[config.mk]
export PLATFORM = sky130hd
export DESIGN_NAME = fb_pattern_writer
export DESIGN_NICKNAME = d
export VERILOG_FILES = /design/src/rtl/fb_pkg.sv /design/src/rtl/fb_pattern_gen.sv /design/src/rtl/fb_pattern_writer.sv
export SDC_FILE = /design/constraint.sdc
export NUM_CORES = 1
export LEC_CHECK = 0
export ABC_AREA = 1
export BUFFER_PORTS_ARGS = -buffer_cell sky130_fd_sc_hd__buf_2
export CORE_ASPECT_RATIO = 1.4
export CORE_MARGIN = 10
export CORE_UTILIZATION = 55
export CTS_CLUSTER_DIAMETER = 120
export DETAILED_ROUTE_END_ITERATION = 8
export PLACE_DENSITY = 0.79
export SLEW_MARGIN = 15
export SYNTH_ARGS = -nofsm -noshare
export SYNTH_HDL_FRONTEND = slang
export SYNTH_SLANG_ARGS = --single-unit
[constraint.sdc]
create_clock -name sys_clk -period 2.6 [get_ports sys_clk]
set_input_delay 0.52 -clock sys_clk [delete_from_list [all_inputs] [get_ports sys_clk]]
set_output_delay 0.52 -clock sys_clk [all_outputs]
set_load 0.02 [all_outputs]
[src/rtl/fb_pkg.sv]
// Shared types and constants for the framebuffer test-pattern writer.
// PATTERN_ANIM_EN (optional) enables the per-frame horizontal pattern scroll.
package fb_pkg;

    localparam int unsigned HDISP_DEF = 800;
    localparam int unsigned VDISP_DEF = 480;

    typedef struct packed {
        logic [7:0] r;
        logic [7:0] g;
        logic [7:0] b;
    } rgb_t;

    typedef enum logic [1:0] {
        IDLE,
        WRITE,
        YIELD,
        DONE
    } wr_state_t;

    localparam rgb_t WHITE = 24'hFF_FFFF;

    // Framebuffer word layout: {8'h00, R, G, B}
    function automatic logic [31:0] pack_pixel(input rgb_t px);
        return {8'h00, px};
    endfunction

endpackage

[src/rtl/fb_pattern_gen.sv]
// Combinational test-pattern source: white grid lines over an x/y colour ramp.
// Under PATTERN_ANIM_EN the caller feeds a live frame counter, else it is tied to zero.
module fb_pattern_gen
    import fb_pkg::*;
#(
    parameter int unsigned HDISP = HDISP_DEF,
    parameter int unsigned GRID  = 16,
    parameter int unsigned XW    = 10,
    parameter int unsigned YW    = 9
) (
    input  logic [XW-1:0] x_i,
    input  logic [YW-1:0] y_i,
    input  logic [7:0]    frame_cnt_i,
    output rgb_t          pix_o
);

    logic [31:0] xs;
    logic [31:0] ys;
    logic        on_grid;

    // Shifted column wraps within the line; GRID is a power of two so a mask tests the pitch
    always_comb begin
        xs      = (32'(x_i) + 32'(frame_cnt_i)) % 32'(HDISP);
        ys      = 32'(y_i);
        on_grid = ((xs & 32'(GRID - 1)) == 32'd0) || ((ys & 32'(GRID - 1)) == 32'd0);
        if (on_grid) begin
            pix_o = WHITE;
        end else begin
            pix_o = '{r: xs[7:0], g: ys[7:0], b: 8'h80};
        end
    end

endmodule

[src/rtl/fb_pattern_writer.sv]
// Wishbone master that fills the SDRAM framebuffer with a test pattern, yielding the bus periodically.
// Optional macro PATTERN_ANIM_EN adds a frame counter that scrolls the pattern one pixel per frame.
module fb_pattern_writer
    import fb_pkg::*;
#(
    parameter int unsigned HDISP     = HDISP_DEF,
    parameter int unsigned VDISP     = VDISP_DEF,
    parameter logic [31:0] BASE_ADR  = 32'h0000_0000,
    parameter int unsigned BURST_LEN = 64,
    parameter int unsigned GRID      = 16
) (
    input  logic        sys_clk,
    input  logic        sys_rst_n,
    input  logic        start,
    output logic [31:0] wshb_adr_o,
    output logic [31:0] wshb_dat_o,
    output logic [3:0]  wshb_sel_o,
    output logic        wshb_we_o,
    output logic        wshb_cyc_o,
    output logic        wshb_stb_o,
    output logic [2:0]  wshb_cti_o,
    output logic [1:0]  wshb_bte_o,
    input  logic        wshb_ack_i,
    input  logic        wshb_err_i,
    input  logic        wshb_rty_i,
    output logic        busy,
    output logic        frame_done,
    output logic        error
);

    localparam int unsigned XW = (HDISP > 1) ? $clog2(HDISP) : 1;
    localparam int unsigned YW = (VDISP > 1) ? $clog2(VDISP) : 1;
    localparam int unsigned BW = (BURST_LEN > 1) ? $clog2(BURST_LEN) : 1;

    localparam logic [XW-1:0] X_LAST = XW'(HDISP - 1);
    localparam logic [YW-1:0] Y_LAST = YW'(VDISP - 1);
    localparam logic [BW-1:0] B_LAST = BW'(BURST_LEN - 1);

    wr_state_t   state_q;
    logic [XW-1:0] x_q, x_d;
    logic [YW-1:0] y_q, y_d;
    logic [BW-1:0] burst_q;
    logic [31:0] adr_q;
    logic [31:0] dat_q;
    logic        cyc_q, stb_q, we_q;
    logic        busy_q, done_q, error_q;
    logic [7:0]  frame_cnt;
    rgb_t        pix_d;
    logic        last_px;
    logic        burst_end;

    // Raster position of the word that follows the current one; origin while idle
    always_comb begin
        x_d = x_q + XW'(1);
        y_d = y_q;
        if (x_q == X_LAST) begin
            x_d = '0;
            y_d = y_q + YW'(1);
        end
        if (state_q == IDLE) begin
            x_d = '0;
            y_d = '0;
        end
    end

    assign last_px   = (x_q == X_LAST) && (y_q == Y_LAST);
    assign burst_end = (burst_q == B_LAST);

    fb_pattern_gen #(
        .HDISP (HDISP),
        .GRID  (GRID),
        .XW    (XW),
        .YW    (YW)
    ) u_gen (
        .x_i         (x_d),
        .y_i         (y_d),
        .frame_cnt_i (frame_cnt),
        .pix_o       (pix_d)
    );

`ifdef PATTERN_ANIM_EN
    logic [7:0] frame_cnt_q;

    // Counts completed frames; wraps naturally at 256
    always_ff @(posedge sys_clk) begin
        if (!sys_rst_n) begin
            frame_cnt_q <= 8'd0;
        end else if (state_q == WRITE && wshb_ack_i && !wshb_err_i && last_px) begin
            frame_cnt_q <= frame_cnt_q + 8'd1;
        end
    end

    assign frame_cnt = frame_cnt_q;
`else
    assign frame_cnt = 8'd0;
`endif

    always_ff @(posedge sys_clk) begin
        if (!sys_rst_n) begin
            state_q <= IDLE;
            x_q     <= '0;
            y_q     <= '0;
            burst_q <= '0;
            adr_q   <= BASE_ADR;
            dat_q   <= 32'd0;
            cyc_q   <= 1'b0;
            stb_q   <= 1'b0;
            we_q    <= 1'b0;
            busy_q  <= 1'b0;
            done_q  <= 1'b0;
            error_q <= 1'b0;
        end else begin
            done_q <= 1'b0;
            case (state_q)
                IDLE: begin
                    if (start) begin
                        state_q <= WRITE;
                        x_q     <= '0;
                        y_q     <= '0;
                        burst_q <= '0;
                        adr_q   <= BASE_ADR;
                        dat_q   <= pack_pixel(pix_d);
                        cyc_q   <= 1'b1;
                        stb_q   <= 1'b1;
                        we_q    <= 1'b1;
                        busy_q  <= 1'b1;
                        error_q <= 1'b0;
                    end
                end
                WRITE: begin
                    // err has priority over ack, ack over rty
                    if (wshb_err_i) begin
                        state_q <= DONE;
                        error_q <= 1'b1;
                        cyc_q   <= 1'b0;
                        stb_q   <= 1'b0;
                        we_q    <= 1'b0;
                        busy_q  <= 1'b0;
                    end else if (wshb_ack_i) begin
                        x_q     <= x_d;
                        y_q     <= y_d;
                        burst_q <= burst_q + BW'(1);
                        adr_q   <= adr_q + 32'd4;
                        dat_q   <= pack_pixel(pix_d);
                        if (last_px) begin
                            state_q <= DONE;
                            cyc_q   <= 1'b0;
                            stb_q   <= 1'b0;
                            we_q    <= 1'b0;
                            busy_q  <= 1'b0;
                            done_q  <= 1'b1;
                        end else if (burst_end) begin
                            state_q <= YIELD;
                            cyc_q   <= 1'b0;
                            stb_q   <= 1'b0;
                            we_q    <= 1'b0;
                        end
                    end else if (wshb_rty_i) begin
                        state_q <= YIELD;
                        cyc_q   <= 1'b0;
                        stb_q   <= 1'b0;
                        we_q    <= 1'b0;
                    end
                end
                YIELD: begin
                    state_q <= WRITE;
                    burst_q <= '0;
                    cyc_q   <= 1'b1;
                    stb_q   <= 1'b1;
                    we_q    <= 1'b1;
                end
                DONE: begin
                    state_q <= IDLE;
                end
                default: begin
                    state_q <= IDLE;
                end
            endcase
        end
    end

    assign wshb_adr_o = adr_q;
    assign wshb_dat_o = dat_q;
    assign wshb_sel_o = 4'hF;
    assign wshb_we_o  = we_q;
    assign wshb_cyc_o = cyc_q;
    assign wshb_stb_o = stb_q;
    assign wshb_cti_o = 3'b000;
    assign wshb_bte_o = 2'b00;
    assign busy       = busy_q;
    assign frame_done = done_q;
    assign error      = error_q;

endmodule

==> out/metrics.yaml, run 1 <==
status: "complete, no violations"
crit_arrival_ns: 2.45
dieArea_mm2: 0.0125
synth_adder_area_share: 0.0109
synthCells: 702
worstSetupPathType: "reg2reg"
cts_tree: "yes"
place_ws_ns: 0.354
crit_path_top_delay_cell: "dfxtp_1"
synthXorXnorAreaFrac: 0.0153
antenna_found_initial: 0
clockBufferDepth: 2
hold_viol_final: 0
grt_pass1_wl_mm: 21.2
cts_resized: 0
whs_ns: 0.456
wirelength_mm: 12.5
cap_violations: 0
yosysSeqAreaShare: 0.344
ir_worst_vdd_mv: 0.372
slew_headroom: 0.627
seq_power_share: 0.424
synth-compound-area-share: 0.137
fin_area_mm2: 0.00516
insertion_delay_ns: 0.34
netSwitchingFraction: 0.295
finalWorstSetupSlack_ns: 0.385
cpPeakStageDelay_ns: 0.44
startpoint_type: "flop"
cp.buffers_inverters: 1
grt_usage: 0.200
power_density_mw_per_mm2: 592
cts.clk_slew.worst_paths_ns: 0.06
root_buffer: "clkbuf_16"
p_int_mw: 2.16
grt_max_degree: 47
cts_hold_buf: 0
grt_pass1_vias: 4759
clockPowerShare: 0.418
critical_path_required_ns: 2.84
yosysTopAreaCellShare: 0.344
cp_top_family: "simple AND/OR/NAND/NOR gates"
worst_pin_slew_ns: 0.555
end_kind: "flop"
synth_cell_types: 35
synthToLayoutAreaGrowth_pct: 12.3
cp_cell_sequence: "ha_1, nand2_2, nor2_8, nand3_4, nand2_1, nand3_1, nand2_1, nor2_2, nor2_4, nand3_1, nand2_1, inv_1"
drc: 0
place_area_mm2: 0.00486
antenna_left: 0
routedWlPerCell_um: 14.5
port_buffers: 65
period_needed_ns: 2.22
power_leakage_nw: 2.32
cts_sinks: 79
cts-htree-levels: 3
synthFlopType: "dfxtp_1"
max_freq_mhz: 451
fin_crit_sh: 0.852
hpwl_mm: 9.28
synth_seq_cells: 79
initial_core_util: 0.564
synth_area_leader_cell: "dfxtp_1"
drive_gt1_frac: 0.133
power.switching_uw: 900
postCtsSetupRepairBufs: 0
async_flop_share: 0
hp-class: "reg2reg"
yosys-mux-area-fraction: 0
syn_avg_cell_area_um2: 6.54
synth_simple_gate_area_frac: 0.353
power_frac_comb: 0.158
rsz0062_at_grt: "no"
drt-vias-per-instance: 5.55
die_h_um: 128
cp_max_fo: 17
synth_warnings: 0
synth_edf_count: 0
coreArea_mm2: 0.00815
crit_top_cell: "nand2_1"
synth_top_family_by_area: "simple AND/OR/NAND/NOR gates"
maxSlewViolCount: 0
fin_tns_setup_ns: 0
drtPass1Iterations: 5
drt_iter0_drc: 339
synthTopCellsByArea: "dfxtp_1, nand2_1, inv_1"
final_nets: 763
diodes: 0
core.rowCount: 39
skew_ns: 0.00842
synth_area_mm2: 0.00459
gp_congestion: 0.942
fp.dieW_um: 97.2
grt.overflow.total: 0
vias: 4771
ioPinCount: 85
setup_viol: 0
cts_buffers: 9
[layer usage]
| layer | wire (µm) | vias to the layer above | track usage |
|---|---|---|---|
| met3 | 707 | 47 | 0.0405 |
| met2 | 6610 | 162 | 0.371 |
| met4 | 519 | 0 | 0.133 |
| li1 | - | 2363 | - |
| met5 | 0 | - | 0 |
| met1 | 4670 | 2199 | 0.196 |
[cell usage after synthesis, types with 2 or more instances]
| master | instances |
|---|---|
| nand2_1 | 172 |
| inv_1 | 86 |
| dfxtp_1 | 79 |
| nand3_1 | 61 |
| a21oi_1 | 55 |
| nor2_1 | 50 |
| nand4_1 | 31 |
| nor3_1 | 30 |
| o21ai_0 | 29 |
| buf_4 | 27 |
| a21o_1 | 17 |
| clkbuf_1 | 11 |
| buf_2 | 7 |
| xor2_1 | 6 |
| ha_1 | 4 |
| o21a_1 | 4 |
| or2_2 | 4 |
| buf_1 | 3 |
| nor2_2 | 3 |
| a211oi_1 | 2 |
| conb_1 | 2 |
| inv_2 | 2 |
| nor2_4 | 2 |
| nor3b_1 | 2 |
| o211a_1 | 2 |
| xnor2_1 | 2 |
[layout make-up]
cell class	instances	area, µm²
inverter	89	334
timing repair buffer	72	378
tap	102	128
clock inverter	5	56.3
sequential	79	1580
multi-input combinational	502	2440
fill	780	2990
clock buffer	11	243
[worst paths after layout]
| kind | startpoint | endpoint | slack [ns] | cells past startpoint |
|---|---|---|---|---|
| setup / recovery | x_q[0] | wshb_dat_o[22] | 0.38 | 12 |
| hold / removal | error | error | 0.46 | 2 |
| setup reg to reg | x_q[0] | wshb_dat_o[22] | 0.38 | 12 |
| hold reg to reg | error | error | 0.46 | 2 |
[power by group through the flow]
stage	clock, mW	sequential [mW]	combinational (mW)
3_3_place_gp	0	1.32	0.473
5_1_grt	1.34	1.30	0.528
4_1_cts	1.30	1.30	0.483
6_report	1.28	1.30	0.484
2_1_floorplan	0	1.38	0.328
3_5_place_dp	0	1.32	0.482
[stage by stage]
step | util | power (mW) | cells
floorplan | - | 1.70 | 719
global placement | 0.596 | 1.79 | 844
detailed placement | 0.596 | 1.80 | 844
CTS | 0.633 | 3.08 | 860
global route | 0.633 | 3.18 | 860
finish | 0.633 | 3.06 | 860
[cells by family after synthesis]
logic type,Yosys count
adders and majority gates,4
DFF,79
xor gates and xnor gates,8
buffers and inverters,138
and+or+nand+nor,360
other,2
AOI/OAI and AO/OA,111
[worst min-delay path: cells and delay by family (launching register included)]
kind	cells	cell delay [ns]
flip-flops	1	0.33
AND/OR/NAND/NOR	1	0.05
AO/OA/AOI/OAI	1	0.05
[state kept, by name (all words and copies together) (netlist names)]
register and flops:
wshb_we_o 1, state_q 2, wshb_adr_o 30, busy 1
x_q 10, frame_done 1, burst_q 6, y_q 9
error 1, wshb_dat_o 18
[layout by cell type, fill, tap and decap left out, types with 2 or more instances in the layout]
cell	instances
a211oi_1	2
a21o_1	17
a21oi_1	55
buf_2	65
buf_4	7
clkbuf_16	9
clkinv_2	2
conb_1	19
dfxtp_1	79
ha_1	4
inv_1	86
inv_2	2
nand2_1	172
nand3_1	61
nand4_1	31
nor2_1	50
nor2_2	3
nor2_4	2
nor3_1	30
nor3b_1	2
o211a_1	2
o21a_1	4
o21ai_0	29
or2_2	4
xnor2_1	2
xor2_1	6
No activity file was read; power rests on OpenSTA's default activity.
==> run 2: changes to the inputs <==
--- a/config.mk
+++ b/config.mk
@@ -9,10 +9,9 @@
 export BUFFER_PORTS_ARGS = -buffer_cell sky130_fd_sc_hd__buf_2
 export CORE_ASPECT_RATIO = 1.4
 export CORE_MARGIN = 10
-export CORE_UTILIZATION = 55
+export CORE_UTILIZATION = 40
 export CTS_CLUSTER_DIAMETER = 120
 export DETAILED_ROUTE_END_ITERATION = 8
-export PLACE_DENSITY = 0.79
 export SLEW_MARGIN = 15
 export SYNTH_ARGS = -nofsm -noshare
 export SYNTH_HDL_FRONTEND = slang
==> run 2 against run 1 <==
Compared with the run above:
- final cell count grew 5.2%
- combinational power is 4.3% higher
- fmax rose by 2.1%
- critical path depth unchanged
- core utilization fell by 17 points
- first-iteration DRC count decreased by 29%
- power grew 4.1%
- clock skew decreased by 0.0016 ns
- via count down 1.6%
- design area grew 1.9%
- flip-flop and latch count stayed put
==> out/metrics.yaml, run 2 (synthesis gave the netlist of run 1 again) <==
status: "complete, no violations"  # unchanged
crit_path_top_delay_cell: "dfxtp_1"  # unchanged
multi_input_area_mm2: 0.00244  # unchanged
power_density_mw_per_mm2: 605  # was 592 mW/mm²
diodes: 0  # unchanged
drt_iter0_drc: 241  # was 339
critical_path_required_ns: 2.84  # about the same
cts_hold_buf: 0  # unchanged
drtPass1Iterations: 5  # unchanged
cp_max_fo: 17  # unchanged
end_kind: "flop"  # unchanged
drc: 0  # unchanged
core.rowCount: 46  # was 39
fin_area_mm2: 0.00526  # was 0.00516 mm²
postCtsSetupRepairBufs: 0  # unchanged
antenna_found_initial: 0  # unchanged
root_buffer: "clkbuf_16"  # unchanged
die_h_um: 147  # was 128 µm
power.switching_uw: 918  # was 900 µW
cts_resized: 0  # unchanged
slew_headroom: 0.655  # was 0.627
p_int_mw: 2.26  # was 2.16 mW
cp.buffers_inverters: 1  # unchanged
fillers: 1210  # was 780
antenna_left: 0  # unchanged
largest_register_ff_count: 30  # unchanged
startpoint_type: "flop"  # unchanged
worst_pin_slew_ns: 0.518  # was 0.555 ns
cts-htree-levels: 3  # unchanged
crit_top_cell: "nand2_1"  # unchanged
crit_arrival_ns: 2.41  # was 2.45 ns
grt_max_degree: 46  # was 47
cts.clk_slew.worst_paths_ns: 0.06  # about the same
rsz0062_at_grt: "no"  # unchanged
fin_cells: 905  # was 860
routedWlPerCell_um: 14.7  # was 14.5 µm
wirelength_mm: 13.3  # was 12.5 mm
gp_congestion: 0.965  # was 0.942
whs_ns: 0.460  # was 0.456 ns
hpwl_mm: 9.85  # was 9.28 mm
fin_crit_sh: 0.834  # was 0.852
initial_core_util: 0.407  # was 0.564
coreArea_mm2: 0.0113  # was 0.00815 mm²
cp_cell_sequence: "ha_1, nand2_2, nor2_8, nand3_4, nand2_1, nand3_1, nand2_1, nor2_2, nor2_4, nand3_1, nand2_1, inv_1"  # unchanged
cp_top_family: "simple AND/OR/NAND/NOR gates"  # unchanged
synthToLayoutAreaGrowth_pct: 14.5  # was 12.3%
insertion_delay_ns: 0.34  # about the same
clockPowerShare: 0.434  # was 0.418
skew_ns: 0.00679  # was 0.00842 ns
netSwitchingFraction: 0.289  # was 0.295
max_freq_mhz: 461  # was 451 MHz
place_area_mm2: 0.00494  # was 0.00486 mm²
setup_viol: 0  # unchanged
grt_usage: 0.158  # was 0.200
power_frac_comb: 0.159  # was 0.158
maxSlewViolCount: 0  # unchanged
cpPeakStageDelay_ns: 0.43  # was 0.44 ns
ioPinCount: 85  # unchanged
grt.overflow.total: 0  # unchanged
drt-vias-per-instance: 5.19  # was 5.55
grt_pass1_vias: 4527  # was 4759
period_needed_ns: 2.17  # was 2.22 ns
cts_buffers: 9  # unchanged
cts_tree: "yes"  # unchanged
clockBufferDepth: 2  # unchanged
ir_worst_vdd_mv: 0.435  # was 0.372 mV
cap_violations: 0  # unchanged
final_cell_mix: "nand2_1, inv_1, dfxtp_1, buf_2, nand3_1"  # unchanged
final_common_cell: "nand2_1"  # unchanged
seq_power_share: 0.408  # was 0.424
hp-class: "reg2reg"  # unchanged
cts_sinks: 79  # unchanged
drive_gt1_frac: 0.137  # was 0.133
finalPower_mw: 3.18  # was 3.06 mW
final-seq-area_mm2: 0.00158  # unchanged
worstSetupPathType: "reg2reg"  # unchanged
port_buffers: 65  # unchanged
fp.dieW_um: 111  # was 97.2 µm
dieArea_mm2: 0.0162  # was 0.0125 mm²
final_nets: 766  # was 763
hold_viol_final: 0  # unchanged
power_leakage_nw: 2.34  # was 2.32 nW
grt_pass1_wl_mm: 21.6  # was 21.2 mm
vias: 4693  # was 4771
place_inst: 889  # was 844
fin_tns_setup_ns: 0  # unchanged
run 2: final timing paths:
path	startpoint	to	slack [ns]	depth (start not counted)
worst max-delay path	x_q[0]	wshb_dat_o[22]	0.43	12
worst min register to register	error	error	0.46	2
worst min-delay path	error	error	0.46	2
worst max register to register	x_q[0]	wshb_dat_o[22]	0.43	12
run 2: final cells by class:
type | instances | share of cell area
Clock inverter | 5 | 0.0155
Sequential cell | 79 | 0.301
Tap cell | 144 | 0.0343
Multi-Input combinational cell | 502 | 0.464
Clock buffer | 11 | 0.0461
Timing Repair Buffer | 75 | 0.0761
Inverter | 89 | 0.0635
run 2: power by group through the flow:
| stage | Sequential, mW | Combinational [mW] | Clock [mW] |
|---|---|---|---|
| finish | 1.30 | 0.505 | 1.38 |
| global route | 1.30 | 0.553 | 1.46 |
| CTS | 1.30 | 0.507 | 1.41 |
| detailed placement | 1.32 | 0.505 | 0 |
| global placement | 1.32 | 0.502 | 0 |
| floorplan | 1.38 | 0.328 | 0 |
run 2: worst min-delay path: cells and delay by family (launching register included):
kind / cells / cell delay, ns
compound gates: 1 / 0.05
simple gates: 1 / 0.05
flops: 1 / 0.33
run 2: through the flow:
| step | util | setup WS, ns |
|---|---|---|
| 2_1_floorplan | - | 0.757 |
| 3_3_place_gp | 0.438 | 0.469 |
| 3_5_place_dp | 0.438 | 0.424 |
| 4_1_cts | 0.466 | 0.420 |
| 5_1_grt | 0.466 | 0.236 |
| 6_report | 0.466 | 0.431 |
run 2: routing by layer:
layer  part of all wire  vias to the layer above  track usage
met5                  0                        -            0
met4              0.025                        0       0.0666
met3              0.057                       28       0.0424
met2               0.51                      143        0.289
met1               0.41                     2160        0.165
li1                   -                     2362            -
==> run 3: changes to the inputs <==
--- a/config.mk
+++ b/config.mk
@@ -5,7 +5,7 @@
 export SDC_FILE = /design/constraint.sdc
 export NUM_CORES = 1
 export LEC_CHECK = 0
-export ABC_AREA = 1
+export ABC_AREA = 0
 export BUFFER_PORTS_ARGS = -buffer_cell sky130_fd_sc_hd__buf_2
 export CORE_ASPECT_RATIO = 1.4
 export CORE_MARGIN = 10
==> constraint.sdc (replaced) <==
create_clock -name sys_clk -period 2 [get_ports sys_clk]
set_input_delay 0.4 -clock sys_clk [delete_from_list [all_inputs] [get_ports sys_clk]]
set_output_delay 0.4 -clock sys_clk [all_outputs]
set_load 0.02 [all_outputs]
==> run 3 against run 2 <==
Compared with the run above:
- the flow now finishes with violations (negative setup slack)
- clock skew is 0.0016 ns lower
- via count is 13% lower
- power is 24% higher
- synthesized area is 9.6% lower
- design area is 7.5% higher
- critical path depth is 5 lower
- wire length is 8.6% lower
- synthesized cell count is 28% lower
- non-clock buffer count is 76 higher
- die area is 8.1% lower
- fmax is 6.2% lower
- critical endpoint is now wshb_dat_o[16]
- largest cell class unchanged
- highest routed layer unchanged
==> out/metrics.yaml, run 3 <==
status: "finished with violations"  # was complete, no violations
violations: "negative setup slack"
clockBufferDepth: 2  # unchanged
cts.clk_slew.worst_paths_ns: 0.06  # about the same
wirelength_mm: 12.1  # was 13.3 mm
cp_cell_sequence: "or3_4, or4_4, mux2i_4, nor3_4, buf_4, a311o_4, o221a_1"  # was ha_1, nand2_2, nor2_8, nand3_4, nand2_1, nand3_1, nand2_1, nor2_2, nor2_4, nand3_1, nand2_1, inv_1
routedWlPerCell_um: 15.7  # was 14.7 µm
end_kind: "flop"  # unchanged
dieArea_mm2: 0.0149  # was 0.0162 mm²
cts-htree-levels: 3  # unchanged
synthFlopType: "dfxtp_1"  # unchanged
yosysTopAreaCellShare: 0.381  # was 0.344
finalWorstSetupSlack_ns: -0.312  # was 0.431 ns
finalPower_mw: 3.96  # was 3.18 mW
hp-class: "reg2reg"  # unchanged
grt_pass1_vias: 4099  # was 4527
cpPeakStageDelay_ns: 0.46  # was 0.43 ns
largest_register_ff_count: 30  # unchanged
hpwl_mm: 8.88  # was 9.85 mm
crit_path_top_delay_cell: "or4_4"  # was dfxtp_1
gp_congestion: 0.859  # was 0.965
cts_sinks: 79  # unchanged
synthToLayoutAreaGrowth_pct: 36.2  # was 14.5%
cp_top_family: "simple AND/OR/NAND/NOR gates"  # unchanged
drt-vias-per-instance: 5.29  # was 5.19
fillers: 920  # was 1210
grt_usage: 0.159  # was 0.158
fin_cells: 771  # was 905
ir_worst_vdd_mv: 0.445  # was 0.435 mV
whs_ns: 0.467  # was 0.460 ns
synth_area_leader_cell: "dfxtp_1"  # unchanged
syn_avg_cell_area_um2: 8.22  # was 6.54 µm²
crit_arrival_ns: 2.53  # was 2.41 ns
cp_max_fo: 6  # was 17
reg2regPathDepth: 7  # was 12
critical_path_required_ns: 2.22  # was 2.84 ns
synthTopCellsByArea: "dfxtp_1, buf_4, o21ai_0"  # was dfxtp_1, nand2_1, inv_1
worstSetupPathType: "reg2reg"  # unchanged
slew_headroom: 0.584  # was 0.655
fp.dieW_um: 106  # was 111 µm
synth_seq_cells: 79  # unchanged
synthTopCellsByCount: "dfxtp_1, nand2_1, nor2_1"  # was nand2_1, inv_1, dfxtp_1
place_inst: 746  # was 889
async_flop_share: 0  # unchanged
grt_pass1_wl_mm: 19.8  # was 21.6 mm
cp.buffers_inverters: 1  # unchanged
fin_crit_sh: 1.16  # was 0.834
grt.overflow.total: 0  # unchanged
drc: 0  # unchanged
final_common_cell: "buf_4"  # was nand2_1
core.rowCount: 43  # was 46
vias: 4076  # was 4693
root_buffer: "clkbuf_16"  # unchanged
period_needed_ns: 2.31  # was 2.17 ns
antenna_found_initial: 0  # unchanged
startpoint_type: "flop"  # unchanged
yosysSeqAreaShare: 0.381  # was 0.344
final_nets: 642  # was 766
power_density_mw_per_mm2: 701  # was 605 mW/mm²
cap_violations: 0  # unchanged
min_path_cells: 1  # was 2
insertion_delay_ns: 0.33  # was 0.34 ns
drt_iter0_drc: 228  # was 241
synth_area_mm2: 0.00415  # was 0.00459 mm²
antenna_left: 0  # unchanged
ioPinCount: 85  # unchanged
setup_viol: 24  # was 0
port_buffers: 65  # unchanged
cts_tree: "yes"  # unchanged
final_cell_mix: "buf_4, dfxtp_1, buf_2, nand2_1, nor2_1"  # was nand2_1, inv_1, dfxtp_1, buf_2, nand3_1
drive_gt1_frac: 0.355  # was 0.137
synthCells: 505  # was 702
initial_core_util: 0.415  # was 0.407
grt_max_degree: 30  # was 46
drtPass1Iterations: 4  # was 5
yosysMostFrequentCell: "dfxtp_1"  # was nand2_1
power_leakage_nw: 2.24  # was 2.34 nW
worst_pin_slew_ns: 0.619  # was 0.518 ns
die_h_um: 141  # was 147 µm
cts_buffers: 9  # unchanged
max_freq_mhz: 432  # was 461 MHz
coreArea_mm2: 0.0100  # was 0.0113 mm²
rsz0062_at_grt: "yes"  # was no
hold_viol_final: 0  # unchanged
synth_warnings: 0  # unchanged
diodes: 0  # unchanged
skew_ns: 0.00515  # was 0.00679 ns
synth_edf_count: 0  # unchanged
critical_path_depth: 7  # was 12
maxSlewViolCount: 0  # unchanged
synth_cell_types: 62  # was 35
-- run 3: cell type report --
cell class | count | area (µm²) | share of cell area
clock buffers | 12 | 256 | 0.0454
flip-flops and latches | 79 | 1600 | 0.283
well taps | 135 | 169 | 0.0299
inverters | 13 | 48.8 | 0.00863
clock inverters | 3 | 42.5 | 0.00753
multi-input cells | 378 | 2520 | 0.445
repair buffers | 151 | 1020 | 0.181
-- run 3: logic make-up (layout without fill, tap and decap cells) --
kind of cell | count (synthesis) | count (layout) | synth area share
AOI/OAI and AO/OA | 119 | 119 | 0.185
other | 2 | 19 | 0.00181
and+or+nand+nor | 202 | 203 | 0.255
muxes | 4 | 4 | 0.0130
buffers and inverters | 66 | 179 | 0.0901
DFF | 79 | 79 | 0.381
xor gates and xnor gates | 29 | 29 | 0.0612
adders and majority gates | 4 | 4 | 0.0121
-- run 3: stage by stage --
step | area [µm²] | utilization | worst slack, ns | setup TNS (ns)
3_5_place_dp | 5030 | 0.503 | -0.792 | -13.32
2_1_floorplan | 4260 | - | -0.317 | -5.30
5_1_grt | 5650 | 0.565 | -0.346 | -5.66
6_report | 5650 | 0.565 | -0.312 | -4.38
3_3_place_gp | 5030 | 0.503 | -0.665 | -11.56
4_1_cts | 5480 | 0.548 | -0.291 | -3.30
-- run 3: repair_timing --
action                     in CTS  in global routing
hold buffers                    0                  0
setup endpoints to repair      27                 36
pin swaps                      10                  4
setup buffers                   4                  5
gates cloned                    1                  1
resized for setup              23                 26
-- run 3: final timing paths --
check	slack, ns	from	to
max	-0.31	x_q[5]	wshb_dat_o[16]
min	0.47	wshb_dat_o[7]	wshb_dat_o[7]
max reg2reg	-0.31	x_q[5]	wshb_dat_o[16]
min reg2reg	0.47	wshb_dat_o[7]	wshb_dat_o[7]
-- run 3: metal layers --
metal | track usage | part of all wire | wire, µm
met1 | 0.164 | 0.39 | 4730
met2 | 0.291 | 0.53 | 6470
met3 | 0.0372 | 0.049 | 592
met4 | 0.0815 | 0.028 | 340
met5 | 0 | 0 | 0
-- run 3: report_power, final --
| group | internal (mW) | switching [mW] | leakage [nW] |
|---|---|---|---|
| Sequential | 1.64 | 0.0358 | 0.648 |
| Clock | 1.03 | 0.626 | 0.145 |
| Combinational | 0.221 | 0.414 | 1.45 |
| Total | 2.88 | 1.08 | 2.24 |
-- run 3: worst register-to-register path: stages, from the launching register on --
cell     delay (ns)
dfxtp_2        0.32
or3_4          0.39
or4_4          0.46
mux2i_4        0.21
nor3_4         0.08
buf_4          0.15
a311o_4        0.35
o221a_1        0.24
